[src/rtl/uart_tx_arbiter.sv]
// Round-robin arbiter sharing one UART transmitter between NUM_REQ byte streams.
// A grant is held for a whole packet; each byte goes through the start/busy handshake.
module uart_tx_arbiter #(
    parameter int NUM_REQ      = 4,
    parameter int ID_W         = $clog2(NUM_REQ),
    parameter int BUSY_TIMEOUT = 16
) (
    input  logic                 clk,
    input  logic                 rst_n,
    input  logic [NUM_REQ-1:0]   req_valid,
    input  logic [8*NUM_REQ-1:0] req_data,
    input  logic [NUM_REQ-1:0]   req_last,
    output logic [NUM_REQ-1:0]   req_ready,
    output logic                 tx_start,
    output logic [7:0]           tx_data,
    input  logic                 tx_busy,
    output logic                 grant_valid,
    output logic [ID_W-1:0]      grant_id,
    output logic                 err_timeout,
    input  logic                 err_clr
);

    // state | meaning
    // IDLE  | no owner; pick next requester round-robin from ptr+1
    // SEND  | owner granted; accept one byte once transmitter is idle
    // ACK   | tx_start issued; wait for tx_busy to rise or time out
    // DONE  | wait for tx_busy to fall; release on last byte, else next byte
    typedef enum logic [1:0] {
        IDLE = 2'd0,
        SEND = 2'd1,
        ACK  = 2'd2,
        DONE = 2'd3
    } state_t;

    localparam logic [7:0]      TMO_LOAD = 8'(BUSY_TIMEOUT - 1);
    localparam logic [ID_W-1:0] PTR_RST  = ID_W'(NUM_REQ - 1);

    state_t          state, state_nxt;
    logic [ID_W-1:0] ptr, ptr_nxt;
    logic [ID_W-1:0] grant_id_nxt;
    logic            grant_valid_nxt;
    logic            tx_start_nxt;
    logic [7:0]      tx_data_nxt;
    logic            last_q, last_nxt;
    logic [7:0]      tmo_cnt, tmo_cnt_nxt;
    logic            tmo_hit;
    logic            err_nxt;

    logic            sel_valid;
    logic            sel_last;
    logic [7:0]      sel_data;
    logic            xfer;

    logic            hi_found;
    logic [ID_W-1:0] hi_id;
    logic [ID_W-1:0] lo_id;
    logic [ID_W-1:0] win_id;

    // Lowest requesting index above ptr wins; otherwise wrap to the lowest overall.
    always_comb begin
        hi_found = 1'b0;
        hi_id    = '0;
        lo_id    = '0;
        for (int i = NUM_REQ - 1; i >= 0; i--) begin
            if (req_valid[i]) begin
                lo_id = ID_W'(i);
                if (i > int'(ptr)) begin
                    hi_found = 1'b1;
                    hi_id    = ID_W'(i);
                end
            end
        end
        win_id = hi_found ? hi_id : lo_id;
    end

    always_comb begin
        sel_valid = 1'b0;
        sel_last  = 1'b0;
        sel_data  = '0;
        for (int i = 0; i < NUM_REQ; i++) begin
            if (grant_id == ID_W'(i)) begin
                sel_valid = req_valid[i];
                sel_last  = req_last[i];
                sel_data  = req_data[i*8 +: 8];
            end
        end
    end

    always_comb begin
        req_ready = '0;
        for (int i = 0; i < NUM_REQ; i++) begin
            req_ready[i] = (state == SEND) && (grant_id == ID_W'(i)) && !tx_busy;
        end
    end

    assign xfer = (state == SEND) && sel_valid && !tx_busy;

    always_comb begin
        state_nxt       = state;
        ptr_nxt         = ptr;
        grant_valid_nxt = grant_valid;
        grant_id_nxt    = grant_id;
        tx_start_nxt    = 1'b0;
        tx_data_nxt     = tx_data;
        last_nxt        = last_q;
        tmo_cnt_nxt     = tmo_cnt;
        tmo_hit         = 1'b0;

        case (state)
            IDLE: begin
                if (|req_valid) begin
                    grant_id_nxt    = win_id;
                    grant_valid_nxt = 1'b1;
                    state_nxt       = SEND;
                end
            end
            SEND: begin
                if (xfer) begin
                    tx_data_nxt  = sel_data;
                    tx_start_nxt = 1'b1;
                    last_nxt     = sel_last;
                    tmo_cnt_nxt  = TMO_LOAD;
                    state_nxt    = ACK;
                end
            end
            ACK: begin
                if (tx_busy) begin
                    state_nxt = DONE;
                end else if (tmo_cnt == 8'd0) begin
                    // Transmitter never answered; treat the byte as sent so the packet can finish.
                    tmo_hit   = 1'b1;
                    state_nxt = DONE;
                end else begin
                    tmo_cnt_nxt = tmo_cnt - 8'd1;
                end
            end
            DONE: begin
                if (!tx_busy) begin
                    if (last_q) begin
                        ptr_nxt         = grant_id;
                        grant_valid_nxt = 1'b0;
                        grant_id_nxt    = '0;
                        state_nxt       = IDLE;
                    end else begin
                        state_nxt = SEND;
                    end
                end
            end
            default: state_nxt = IDLE;
        endcase

        err_nxt = tmo_hit | (err_timeout & ~err_clr);
    end

    always_ff @(posedge clk or negedge rst_n) begin
        if (!rst_n) begin
            state       <= IDLE;
            ptr         <= PTR_RST;
            grant_valid <= 1'b0;
            grant_id    <= '0;
            tx_start    <= 1'b0;
            tx_data     <= '0;
            last_q      <= 1'b0;
            tmo_cnt     <= '0;
            err_timeout <= 1'b0;
        end else begin
            state       <= state_nxt;
            ptr         <= ptr_nxt;
            grant_valid <= grant_valid_nxt;
            grant_id    <= grant_id_nxt;
            tx_start    <= tx_start_nxt;
            tx_data     <= tx_data_nxt;
            last_q      <= last_nxt;
            tmo_cnt     <= tmo_cnt_nxt;
            err_timeout <= err_nxt;
        end
    end

endmodule

[config.mk]
export PLATFORM = sky130hd
export DESIGN_NAME = uart_tx_arbiter
export DESIGN_NICKNAME = d
export VERILOG_FILES = /design/src/rtl/uart_tx_arbiter.sv
export SDC_FILE = /design/constraint.sdc
export NUM_CORES = 1
export LEC_CHECK = 0
export CAP_MARGIN = 10
export CORE_MARGIN = 2
export CORE_UTILIZATION = 30
export DETAILED_ROUTE_END_ITERATION = 12
export PLACE_DENSITY = 0.65
export SLEW_MARGIN = 10
export SYNTH_ARGS = -nofsm -noshare
export SYNTH_HDL_FRONTEND = slang
export SYNTH_SLANG_ARGS = --single-unit
[constraint.sdc]
create_clock -name clk -period 2.9 [get_ports clk]
set_clock_uncertainty 0.15 [all_clocks]
set_input_delay 0.29 -clock clk [delete_from_list [all_inputs] [get_ports clk]]
set_output_delay 0.29 -clock clk [all_outputs]
set_load 0.02 [all_outputs]
== After elaboration in Yosys (flattened, before gate mapping) ==
Index checks and enable logic that the tools add are counted.
Storage, ports and cells
  register bits after elaboration: 26
  input bits: 44
  output and inout port bits: 17
  logic and storage cells: 105
Operators by class
  $add $sub $neg: 1
  order comparisons: 3
  equal/unequal tests: 13
  muxes and demuxes: 53
  bitwise operators: 4
  reduce and logical (&&, ||, !) cells: 22
Operators by type and width (number)
  8-bit 2-to-1 mux: 7
  2-bit 2-to-1 mux: 19
  1-bit 2-to-1 mux: 23
  8-bit case mux with 2 select lines: 1
  2-bit inequality test, second input constant: 6
  4-bit AND reduction: 3
  1-bit logical AND: 10
  2-bit == test, second input constant: 4
  8-bit zero test: 1
  2-bit case mux with 4 select lines: 1
  8-bit by 1-bit subtractor with 8-bit output, second input constant: 1
  2-bit by 1-bit == test with 1-bit output, second input constant: 2
  2-bit > comparator, first input constant: 2
  2-bit zero test: 2
  2-bit case mux with 2 select lines: 1
  2-bit nonzero test: 2
  4-bit OR reduction: 1
  3-bit inequality test, second input constant: 1
  3-bit AND reduction: 1
  1-bit by 2-bit > comparator with 1-bit output, first input constant: 1
  1-bit inverter: 2
  1-bit case mux with 2 select lines: 1
  2-bit AND reduction: 1
  1-bit bitwise AND: 1
  other kinds (2): 2

== Depth between registers and ports, before layout ==
Gate-level depths: netlist of run 1.
  depth after elaboration: 10
  gate-level depth with buffers: 8
  gate-level depth less buffers: 7

== Least setup slack after synthesis of run 1 ==
No wires, ideal clock.
  path type: register to output
  start point: register grant_id[0]
  end point: output port req_ready[1]
  data arrival time: 1.853 ns
  data required time: 2.460 ns
  path slack: 0.607 ns
  cell stages (with the launch flop): 4
  buffers on the path: 1
  path through: dfrtp_1 > buf_1 > inv_1 > nor4_1
On the way
  cells in the longest elaborated chain, start to end: 3
Ends and longest elaborated chain
  start, declared: line 18  | output logic [ID_W-1:0] grant_id,
  start signal, assigned: line 170  | grant_id <= grant_id_nxt;
  2-bit by 1-bit == test with 1-bit output: line 92  | req_ready[i] = (state == SEND) && (grant_id == ID_W'(i)) && !tx_busy;
  1-bit logical AND (2 in series): line 92
  end, declared: line 13  | output logic [NUM_REQ-1:0] req_ready,
No other way between the ends.

== Worst setup path after layout of run 1 ==
  start point: register state[1]
  end point: output port req_ready[1]
On the way
  cells in the longest elaborated chain, start to end: 3
Ends and longest elaborated chain
  start, declared: line 38  | state_t state, state_nxt;
  start signal, assigned: line 167  | state <= state_nxt;
  2-bit by 1-bit == test with 1-bit output: line 92
  1-bit logical AND (2 in series): line 92
No other way between the ends.

==> impl_metrics.ini, run 1 <==
[run_status]
run_status = complete, no violations

[setup_path]
crit_end = req_ready[1]
reg2regPathDepth = 7
rrSetupSlack_ps = 600
crit_fanout = 6
rr_endpoint = state[0]
reg2reg_from = tmo_cnt[1]
critPathLaunchType = register
critPathCaptureType = output port
critPathLaunch = state[1]
worst-endpoint-arrival_ps = 2260
cp.required_ps = 2460
crit_type = reg -> out

[layout]
diodes = 0
fin_area_sq_um = 2450
drive_gt1_frac = 0.149
fin_nets = 273
regArea_sq_um = 653
area_delta_synth_final_pct = 43.2
layout_common_cells = clkdlybuf4s50_1 (60), dfrtp_1 (24), inv_1 (15)
fin_cells = 294
nFillCells = 530
final_common_cell = clkdlybuf4s50_1
multiInputGateArea_sq_um = 953

[cts]
h-tree-depth = 1
clk-insertion-delay-late_ps = 280
root_buffer = clkbuf_8
clock-sinks = 26
cts_tree = yes
cts.clk_slew.worst_paths_ps = 90
numCtsBuffers = 3
clockBufferDepth = 2
cts_hold_buf = 0
postCtsSetupBuffers = 0
cts.repair.resized = 0

[logic_synthesis]
netlist_area_sq_um = 1710
async_reset_ff_frac = 1.00
ys_ff_latch = 26
synth_cells = 161
synthesis.nets = 211
seq_area_frac_synth = 0.381
synth_enable_flop_cells = 0
synth_area_per_cell_sq_um = 10.6
yosys_warnings = 0
synth_cell_type_count = 37
yosys_most_used_dff = dfrtp_1

[power]
swShare = 0.388
p_clk_frac = 0.143
power_frac_comb = 0.550
ir_worst_vdd_v = 0.000339
sequentialPowerShare = 0.307
p_leak_nw = 0.987
powerDensity_nw_per_um2 = 881
p_int_mw = 1.32
netSwitchingPower_uw = 840

[drt]
dr.pass1.iters = 4
drt-total-wl_um = 4260
drt_iter0_markers = 67
num_vias = 1497
drc = 0
drt.antenna.violating_nets = 0
wl_per_cell_um = 14.5
viasPerCell = 5.09

[global_routing]
first_global_vias = 1426
grt_pass1_wl_um = 6840
antenna_found_initial = 0
grt-ovfl-total = 0
grt_max_degree = 27
grt_use_total = 0.137

[placement]
gp_congestion = 0.781
placed_area_sq_um = 2380
port_buffers = 60
post-place-cells = 290
place_ws_ps = 468
place_hpwl_um = 3290

[timing]
rsz0062_at_grt = no
setup_violations = 0
min_period_over_period = 0.931
setup_slack_ps = 201
report.final.slew_viol_count = 0
tightest_slew_ps = 516
final-hold-violation-count = 0
min_period_ps = 2700
fmax_mhz = 371
max_slew_margin = 0.653
setup_tns_ps = 0

[flow_run]
max_cap_violations = 0

[floorplanning]
num_rows = 27
die_h_um = 79.6
die_area_sq_um = 6330
core_sq_um = 5510
ios = 61
start_util = 0.311
die_x_um = 79.6

[min_path]
hold_class = in -> async
worst min path at each step:
stage	from	endpoint	slack, ps	cells past startpoint
after global placement	tx_data[7]	tx_data[7]	340	1
after global routing	rst_n	grant_valid	250	2
after detailed placement	tx_data[3]	tx_data[3]	340	1
after floorplan	rst_n	err_timeout	-160	0
after CTS	rst_n	err_timeout	240	2
final	rst_n	err_timeout	220	2
metal layers:
metal  vias to the layer above  wire length (um)  track usage
met2                        41              2110        0.229
li1                        723                 -            -
met5                         -                 0            0
met3                         5               181       0.0226
met4                         0                61       0.0466
met1                       728              1910        0.179
worst max-delay path, stage by stage (launching register included):
cell,delay [ps]
dfrtp_1,420
inv_1,110
ha_1,260
inv_1,130
nor4_1,380
clkdlybuf4s50_1,680
cell families (layout without fill, tap and decap cells):
family | after synthesis | count (layout) | share of synthesized area
AND/OR/NAND/NOR | 42 | 42 | 0.126
AO/OA/AOI/OAI | 40 | 40 | 0.160
flip-flops | 26 | 26 | 0.381
multiplexers | 25 | 25 | 0.226
buffers and inverters | 22 | 83 | 0.0628
adder cells (fa/ha/maj) | 6 | 6 | 0.0438
power by group through the flow:
| stage | Clock, mW | Sequential (mW) | Combinational (mW) |
|---|---|---|---|
| 5_1_grt | 0.326 | 0.685 | 1.31 |
| 2_1_floorplan | 0 | 0.729 | 0.725 |
| 4_1_cts | 0.314 | 0.664 | 1.20 |
| 3_3_place_gp | 0 | 0.666 | 1.19 |
| 3_5_place_dp | 0 | 0.671 | 1.20 |
| 6_report | 0.309 | 0.664 | 1.19 |
sequential cells by signal, summed over array words and instances (netlist names):
register     cells
state            2
tx_data          8
last_q           1
ptr              2
tx_start         1
err_timeout      1
tmo_cnt          8
grant_id         2
grant_valid      1
area by class of cell:
| cell class | count | share of cell area |
|---|---|---|
| Timing Repair Buffer | 64 | 0.257 |
| Tap cell | 72 | 0.0367 |
| Sequential cell | 26 | 0.266 |
| Multi-Input combinational cell | 113 | 0.388 |
| Inverter | 15 | 0.0229 |
| Clock inverter | 1 | 0.0122 |
| Clock buffer | 3 | 0.0168 |
per-stage QoR:
step           utilization  hold WS [ps]  power [mW]
3_3_place_gp         0.433           336        1.86
3_5_place_dp         0.433           342        1.87
2_1_floorplan            -          -156        1.45
4_1_cts              0.446           239        2.18
5_1_grt              0.446           248        2.32
6_report             0.446           219        2.16
cell usage after synthesis (all sizes together), types with 4 or more instances:
library cell | n | share of area
buf | 7 | 0.030
nor4 | 6 | 0.022
nand2 | 12 | 0.026
nor3 | 4 | 0.012
mux2i | 5 | 0.029
ha | 6 | 0.044
mux4 | 10 | 0.13
a21oi | 9 | 0.026
nor2 | 7 | 0.015
dfrtp | 24 | 0.35
nand2b | 4 | 0.015
inv | 15 | 0.033
o21ai | 12 | 0.035
mux2 | 10 | 0.066
Note: power is estimated with default switching activity, not from simulation.
==> run 2, diff against run 1 <==
--- a/config.mk
+++ b/config.mk
@@ -10,7 +10,7 @@
 export CORE_UTILIZATION = 30
 export DETAILED_ROUTE_END_ITERATION = 12
 export PLACE_DENSITY = 0.65
-export SLEW_MARGIN = 10
 export SYNTH_ARGS = -nofsm -noshare
 export SYNTH_HDL_FRONTEND = slang
 export SYNTH_SLANG_ARGS = --single-unit
+export TNS_END_PERCENT = 10
==> results of run 2 <==
No change in the layout: final DEF, timing and power equal those of run 1.
==> run 3, diff against run 2 <==
--- a/config.mk
+++ b/config.mk
@@ -8,6 +8,7 @@
 export CAP_MARGIN = 10
 export CORE_MARGIN = 2
 export CORE_UTILIZATION = 30
+export CTS_CLUSTER_DIAMETER = 200
 export DETAILED_ROUTE_END_ITERATION = 12
 export PLACE_DENSITY = 0.65
 export SYNTH_ARGS = -nofsm -noshare
==> results of run 3 <==
No change in the layout: final DEF, timing and power equal those of run 1.
